## src/rtl/ps2_pkg.sv

```systemverilog
// Shared PS/2 receiver types and constants: FSM state encoding, prefix bytes, frame length.
package ps2_pkg;

  typedef enum logic [1:0] {
    IDLE,
    DATA,
    PARITY,
    STOP
  } ps2_state_t;

  localparam logic [7:0] PS2_PREFIX_EXT = 8'hE0;
  localparam logic [7:0] PS2_PREFIX_BRK = 8'hF0;
  localparam int         PS2_FRAME_BITS = 11;

endpackage

```

## src/rtl/ps2_sync_filter.sv

```systemverilog
// Brings the raw PS/2 pins into the clk domain and de-glitches the device clock,
// producing a one-cycle fall pulse on each filtered 1->0 clock transition.
module ps2_sync_filter #(
  parameter int FILTER_LEN = 8
) (
  input  logic clk,
  input  logic reset,
  input  logic PS2_CLK,
  input  logic PS2_DAT,
  output logic dat_s,
  output logic fall
);

  localparam int CW = $clog2(FILTER_LEN + 1);

  logic [1:0]    clk_sync;
  logic [1:0]    dat_sync;
  logic          clk_filt;
  logic [CW-1:0] cnt;

  // cnt counts consecutive synchronised samples that disagree with clk_filt
  always_ff @(posedge clk) begin
    if (!reset) begin
      clk_sync <= 2'b11;
      dat_sync <= 2'b11;
      clk_filt <= 1'b1;
      cnt      <= '0;
      fall     <= 1'b0;
    end else begin
      clk_sync <= {clk_sync[0], PS2_CLK};
      dat_sync <= {dat_sync[0], PS2_DAT};
      fall     <= 1'b0;
      if (clk_sync[1] == clk_filt) begin
        cnt <= '0;
      end else if (cnt == CW'(FILTER_LEN - 1)) begin
        clk_filt <= clk_sync[1];
        cnt      <= '0;
        fall     <= ~clk_sync[1];
      end else begin
        cnt <= cnt + 1'b1;
      end
    end
  end

  assign dat_s = dat_sync[1];

endmodule

```

## src/rtl/ps2_rx.sv

```systemverilog
// PS/2 keyboard receiver: frame deserialiser with timeout, plus E0/F0 prefix decoder
// that turns raw bytes into one scan-code event per key action.
module ps2_rx import ps2_pkg::*; #(
  parameter int FILTER_LEN     = 8,
  parameter int TIMEOUT_CYCLES = 50000
) (
  input  logic       clk,
  input  logic       reset,
  input  logic       PS2_CLK,
  input  logic       PS2_DAT,
  output logic [7:0] raw_byte,
  output logic       raw_valid,
  output logic [7:0] scan_code,
  output logic       scan_valid,
  output logic       is_break,
  output logic       is_extended,
  output logic       frame_err,
  output ps2_state_t state
);

  // Handshake: raw_valid, scan_valid and frame_err are single-cycle pulses with no
  // backpressure; raw_byte and scan_code/is_break/is_extended hold until the next pulse.

  localparam int TW        = $clog2(TIMEOUT_CYCLES + 1);
  localparam int DATA_BITS = PS2_FRAME_BITS - 3;

  logic          dat_s;
  logic          fall;
  ps2_state_t    state_nxt;
  logic [2:0]    bitcnt;
  logic [7:0]    shreg;
  logic          par;
  logic [TW-1:0] tcnt;
  logic          timeout;
  logic          stop_fall;
  logic          good;
  logic          ext_flag;
  logic          brk_flag;

  ps2_sync_filter #(.FILTER_LEN(FILTER_LEN)) u_sync (
    .clk     (clk),
    .reset   (reset),
    .PS2_CLK (PS2_CLK),
    .PS2_DAT (PS2_DAT),
    .dat_s   (dat_s),
    .fall    (fall)
  );

  always_comb begin
    state_nxt = state;
    stop_fall = 1'b0;
    good      = 1'b0;
    timeout   = (state != IDLE) && !fall && (tcnt == TW'(TIMEOUT_CYCLES - 1));
    case (state)
      IDLE:   if (fall && !dat_s) state_nxt = DATA;
      DATA:   if (fall && bitcnt == 3'(DATA_BITS - 1)) state_nxt = PARITY;
      PARITY: if (fall) state_nxt = STOP;
      STOP: begin
        if (fall) begin
          state_nxt = IDLE;
          stop_fall = 1'b1;
          good      = (^{shreg, par}) && dat_s;
        end
      end
      default: state_nxt = IDLE;
    endcase
    if (timeout) state_nxt = IDLE;
  end

  always_ff @(posedge clk) begin
    if (!reset) begin
      state       <= IDLE;
      bitcnt      <= '0;
      shreg       <= '0;
      par         <= 1'b0;
      tcnt        <= '0;
      ext_flag    <= 1'b0;
      brk_flag    <= 1'b0;
      raw_byte    <= '0;
      raw_valid   <= 1'b0;
      scan_code   <= '0;
      scan_valid  <= 1'b0;
      is_break    <= 1'b0;
      is_extended <= 1'b0;
      frame_err   <= 1'b0;
    end else begin
      state      <= state_nxt;
      raw_valid  <= 1'b0;
      scan_valid <= 1'b0;
      frame_err  <= 1'b0;

      if (fall || state_nxt == IDLE) tcnt <= '0;
      else                           tcnt <= tcnt + 1'b1;

      if (state == IDLE) bitcnt <= '0;
      if (fall) begin
        case (state)
          DATA: begin
            shreg[bitcnt] <= dat_s;
            bitcnt        <= bitcnt + 1'b1;
          end
          PARITY:  par <= dat_s;
          default: ;
        endcase
      end

      // Any error drops pending prefixes so they cannot attach to an unrelated code
      if (timeout || (stop_fall && !good)) begin
        frame_err <= 1'b1;
        ext_flag  <= 1'b0;
        brk_flag  <= 1'b0;
      end else if (good) begin
        raw_valid <= 1'b1;
        raw_byte  <= shreg;
        if (shreg == PS2_PREFIX_EXT) begin
          ext_flag <= 1'b1;
        end else if (shreg == PS2_PREFIX_BRK) begin
          brk_flag <= 1'b1;
        end else begin
          scan_valid  <= 1'b1;
          scan_code   <= shreg;
          is_break    <= brk_flag;
          is_extended <= ext_flag;
          ext_flag    <= 1'b0;
          brk_flag    <= 1'b0;
        end
      end
    end
  end

endmodule
```

## config.mk

```make
export PLATFORM = sky130hd
export DESIGN_NAME = ps2_rx
export DESIGN_NICKNAME = d
export VERILOG_FILES = /design/src/rtl/ps2_pkg.sv /design/src/rtl/ps2_sync_filter.sv /design/src/rtl/ps2_rx.sv
export SDC_FILE = /design/constraint.sdc
export NUM_CORES = 1
export LEC_CHECK = 0
export CAP_MARGIN = 5
export CORE_MARGIN = 2
export CORE_UTILIZATION = 52
export CTS_CLUSTER_DIAMETER = 30
export DETAILED_ROUTE_END_ITERATION = 10
export GPL_ROUTABILITY_DRIVEN = 0
export GPL_TIMING_DRIVEN = 0
export PLACE_DENSITY_LB_ADDON = 0.05
export SLEW_MARGIN = 20
export SYNTH_ARGS = -nofsm -noshare
export SYNTH_HDL_FRONTEND = slang
export SYNTH_SLANG_ARGS = --single-unit
```

## constraint.sdc

```tcl
create_clock -name clk -period 6.3 [get_ports clk]
set_clock_uncertainty 0.15 [all_clocks]
set_input_delay 1.26 -clock clk [delete_from_list [all_inputs] [get_ports clk]]
set_output_delay 1.26 -clock clk [all_outputs]
set_load 0.005 [all_outputs]
```

Word level (Yosys, flattened, before mapping)
Index checks and enable logic that the tools add are counted.
Storage, ports and cells
  register bits: 63
  output and inout bits: 23
  word-level logic and storage cells: 92
Operators by class
  add/subtract/negate cells: 3
  order comparisons: 2
  multiplexer cells: 22
  eq/ne operators: 10
  bitwise operators: 8
  reductions and logical operators: 28
Operators with widths (number)
  16-bit by 1-bit adder with 16-bit output (second input constant): 1
  16-bit == test (second input constant): 1
  8-bit == test (second input constant): 2
  2-bit AND reduction: 6
  1-bit two-way mux: 11
  2-bit two-way mux: 5
  3-bit two-way mux: 3
  9-bit XOR reduction: 1
  8-bit bitwise mux: 1
  1-bit inverter: 8
  2-bit case mux with 4 select lines: 1
  1-bit logical AND: 7
  3-bit OR reduction: 2
  4-bit by 1-bit adder with 4-bit output (second input constant): 1
  2-bit == test (second input constant): 2
  4-bit by 3-bit == test with 1-bit output (second input constant): 1
  2-bit logical NOT: 2
  3-bit by 4-bit less-than comparator with 1-bit output (second input constant): 1
  4-bit AND reduction: 1
  2-bit OR reduction: 2
  4-bit OR reduction: 1
  3-bit by 1-bit adder with 3-bit output (second input constant): 1
  1-bit demux with 3-bit select: 1
  3-bit == test (second input constant): 1
  other kinds (7): 10

Logic depth before layout (Yosys ltp)
  depth after elaboration: 9
  depth in mapped cells: 7
  mapped depth without buffers: 6

Hierarchy
Synthesis repeated with hierarchy kept, for this count alone.
Second synthesis, totals
  cells, all modules: 295
  area, all modules: 2676.3 µm²
Modules (own cells, without submodules)
  ps2_rx: cells an instance 265, area an instance 2349.8 µm², sequential area each 1061.0 µm², times used 1
  ps2_sync_filter: cells an instance 30, area an instance 326.6 µm², sequential area each 200.2 µm², times used 1

Least setup slack after synthesis
No wires, ideal clock.
  path type: reg2reg
  start: reg shreg[1]
  end: reg is_break
  path buffers: 1
  data required time: 6.033 ns
  setup slack: 4.157 ns
  arrival: 1.877 ns
  cell stages (with the launch flop): 7
  cell sequence: dfxtp_1 > xnor3_1 > xnor3_2 > mux2_4 > and2_4 > buf_6 > a22o_1
Between the ends
  longest elaborated chain between the ends: 9
  elaborated cells on any way between the ends: 13
  those cells by class: 2 x eq/ne; 2 x mux; 3 x bitwise; 6 x reduce/logical
Ends and longest elaborated chain
  start, declared: line ps2_rx.sv:31  | logic [7:0] shreg;
  start signal, assigned by index: line ps2_rx.sv:99  | shreg[bitcnt] <= dat_s;
  9-bit XOR reduction: line ps2_rx.sv:62  | good = (^{shreg, par}) && dat_s;
  1-bit logical AND: line ps2_rx.sv:62
  1-bit two-way mux: line ps2_rx.sv:59  | if (fall) begin
  1-bit two-way mux: line ps2_rx.sv:54  | case (state)
  1-bit logical NOT: line ps2_rx.sv:108  | if (timeout || (stop_fall && !good)) begin
  1-bit logical AND: line ps2_rx.sv:108
  1-bit logical OR: line ps2_rx.sv:108
  1-bit inverter (no source line)
  4-bit AND reduction (no source line) (*)
  end signal, assigned: line ps2_rx.sv:122  | is_break <= brk_flag;
  end, declared: line ps2_rx.sv:15  | output logic is_break,
Mark *: on every way between the ends. The rest lies on a longest branch, timed or not.
A chain may end at the register's enable or synchronous reset.

Worst setup path in the final report
  start: reg state[1]
  end: out state[1]
RTL lines
  start, declared: line ps2_rx.sv:18  | output ps2_state_t state
  start signal, assigned: line ps2_rx.sv:87  | state <= state_nxt;
No word-level cell between the ends.

==> impl_results.md <==
- Overall power: around 0.00071 W
- Core area: 0.005042 mm2
- Multi-input gate area: roughly 0.0013 mm2
- Die height: 75.61 um
- Clock Sink Count: 63
- Syn. warnings: 0
- Slowest-stage cell, CP: clkdlybuf4s50_1
- Bufs on Longest Clock Path: 2
- Min Tclk post-route: 2.762 ns
- Skew-Pair Late Insertion Delay: approximately 0.33 ns
- Register area share after synthesis: 0.4730
- Worst path cell trace: clkdlybuf4s50_1
- First-pass DRT Iterations: 4
- Initial core utilization: 0.5288
- Buf+Inv Stages, Crit Path: 1
- Met1 usage: 0.2567
- Total global routing overflow: 0
- Crit path DAT: between 1 and 1.5 ns
- Layout cells sized above 1: 0.07385
- Post-CTS Setup Bufs: 0
- Gr usage total: 0.2016
- Full die area: 0.005716 mm2
- First-pass GRT wire length: around 8.5 mm
- Layout filler cell count: about 480
- Worst EP required: approximately 4.9 ns
- CP Launch Type: register
- R2R Path Start: shreg[1]
- Initial antenna violation count: 0
- Top cells by count, synth: dfxtp_1, nor2_1, nand2_1
- Met2 usage: 0.3275
- Antenna-violating nets left: 0
- Fin Setup TNS: 0 ns
- Number of inserted diodes: 0
- Yosys cell types: approximately 40
- Layout area overhead: 19.57%
- Status: complete, no violations
- Clock root buffer: clkbuf_8
- Initial drt markers: 108
- CP Class: reg -> out
- Tightest Hold Check Type: reg -> reg
- R2r setup slk: 3.85 ns
- End of the worst hold path: u_sync.dat_sync[1]
- Critical path fanouts, max: 8
- FP Rows: 26
- Post-synth top flop: dfxtp_1
- Worst slew margin: 0.4740
- P_leak: between 1 and 1.5 nW
- Drt total wl: about 5.1 mm
- Worst VDD drop: between 0.15 and 0.2 mV
- Hold Crit Start: u_sync.dat_sync[0]
- Max Clk Rate: between 0.3 and 0.4 GHz
- Top Family by Delay on Critical Path: buffers and inverters
- Ports: 27
- Largest net degree at the start of global routing: 13
- # setup viols final: 0
- Max-slew violations: 0
- Register Area: 0.001261 mm2
- Cts bufs inserted: 9
- Post-synth EDFFs: 0
- Vias: between 2000 and 2500
- Synthesized cell area: 0.002666 mm2
- Synth Register Bits: 63
- Critical Path Max Stage Delay: between 0.5 and 0.6 ns
- Max-cap viol count: 0
- Post-CTS resize count: 0
- Synth area leader: dfxtp_1
- FF-to-FF End: scan_code[7]
- CTS tree: built
- Cts hold-fix bufs: 0
- Worst-Margin Slew: approximately 0.77 ns
- Final net count: roughly 330
- GRT met3 Usage: 0.04365
- Syn Area/Cell: between 9 and 10 um2
- Synth area leaders: dfxtp_1, mux2i_1, nor2_1
- # H-tree levels: 3
- Top-count cell post-synth: dfxtp_1
- Cell depth of the worst flop-to-flop path: 4
- Die width: about 76 um
- Post-synth top area share: 0.4730
- Hold Crit Depth: 1
- Most Crowded Layer GR: met2
- Vias in the first global route: between 1500 and 2000
- Final Cycle Share: 0.4384
- Syn_nets: about 290
- Post-synth ARST share: 0
- DP HPWL: roughly 3.7 mm
- Post-DR wirelength/cell: between 10 and 15 um
- Crit end category: primary output
- RSZ-0062 raised after global routing: no
- Synthesized instance count: 283
- Number of port buffers: 26
- DR vias/cell: 5.157
- Residual DRC: 0
- Hold Vio Cnt, Final: 0
- PwrDens: ~220 mW/mm2
- Clock Pin Slew Worst Setup and Hold Paths: ~0.070 ns
## metal layers
metal	wire length, um	up-vias
li1	-	1053
met1	2461	947
met2	2425	27
met3	149	10
met4	93	0
met5	0	-
## placed cells by master (no fill, tap or decap), types with 3 or more instances in the layout
cell type        synthesis  final
clkbuf_8                 0      9
a22oi_1                  4      4
a21boi_0                 5      5
clkinvlp_4               0      3
dfxtp_1                 63     63
nand3_1                  9      9
clkdlybuf4s50_1          0     26
xnor2_1                 10     10
o22ai_1                  3      3
mux2i_1                 13     13
clkbuf_1                11     11
o21ai_0                  6      6
nand4_1                  7      7
and3_1                   4      4
ha_1                     4      4
nor2b_1                 15     15
and2_1                   5      5
nor2_1                  30     30
inv_1                    9      9
nand2_1                 25     25
nor3_1                   8      8
a21oi_1                  4      4
nand2b_1                 6      6
xor2_1                  11     11
a22o_1                   8      8
## power by group
part	internal [W]	switching [W]	total (W)
Combinational	0.00000539	0.00000647	0.0000119
Clock	0.000142	0.000160	0.000302
Sequential	0.000399	0.000000593	0.000400
Total	0.000547	0.000167	0.000714
## area by class of cell
class                           count  share of cell area
Buffer                             13             0.01805
Clock buffer                        9             0.03885
Clock inverter                      7             0.01570
Inverter                            9             0.01060
Multi-Input combinational cell    198              0.4121
Sequential cell                    63              0.3956
Tap cell                           70             0.02747
Timing Repair Buffer               26             0.08163
## sequential cells by signal, summed over array words and instances, names as in the netlist, 3 cells and up
name        flops
scan_code       8
shreg           8
bitcnt          3
u_sync.cnt      4
raw_byte        8
tcnt           16
## worst max-delay path by stage
stage / from / endpoint / slack [ns] / cells past startpoint
final: state[1] / state[1] / 3.54 / 1
after global routing: state[1] / state[1] / 3.50 / 1
after CTS: state[1] / state[1] / 3.54 / 1
after detailed placement: reset / tcnt[9] / 3.26 / 4
after global placement: reset / tcnt[14] / 3.30 / 4
after floorplan: shreg[1] / is_break / 4.16 / 6
## stage by stage
| stage | hold slack (ns) | area (um2) | worst slack (ns) | util | instances |
|---|---|---|---|---|---|
| 5_1_grt | 0.2977 | 3188 | 3.503 | 0.6323 | 395 |
| 6_report | 0.2600 | 3188 | 3.538 | 0.6323 | 395 |
| 2_1_floorplan | 0.2363 | 2666 | 4.157 | - | 283 |
| 3_5_place_dp | 0.2448 | 3014 | 3.262 | 0.5978 | 379 |
| 3_3_place_gp | 0.2400 | 3014 | 3.298 | 0.5978 | 379 |
| 4_1_cts | 0.2633 | 3188 | 3.538 | 0.6323 | 395 |
## cells by family (layout without fill, tap and decap cells)
| family | count (synthesis) | in the layout | synth area share |
|---|---|---|---|
| AND/OR/NAND/NOR | 117 | 117 | 0.2196 |
| AO/OA/AOI/OAI | 38 | 38 | 0.1051 |
| XOR/XNOR | 23 | 23 | 0.08634 |
| multiplexers | 16 | 16 | 0.06288 |
| buffers and inverters | 22 | 64 | 0.03425 |
| adder cells (fa/ha/maj) | 4 | 4 | 0.01877 |
| flip-flops | 63 | 63 | 0.4730 |
Power figures use the tool's default switching activity.
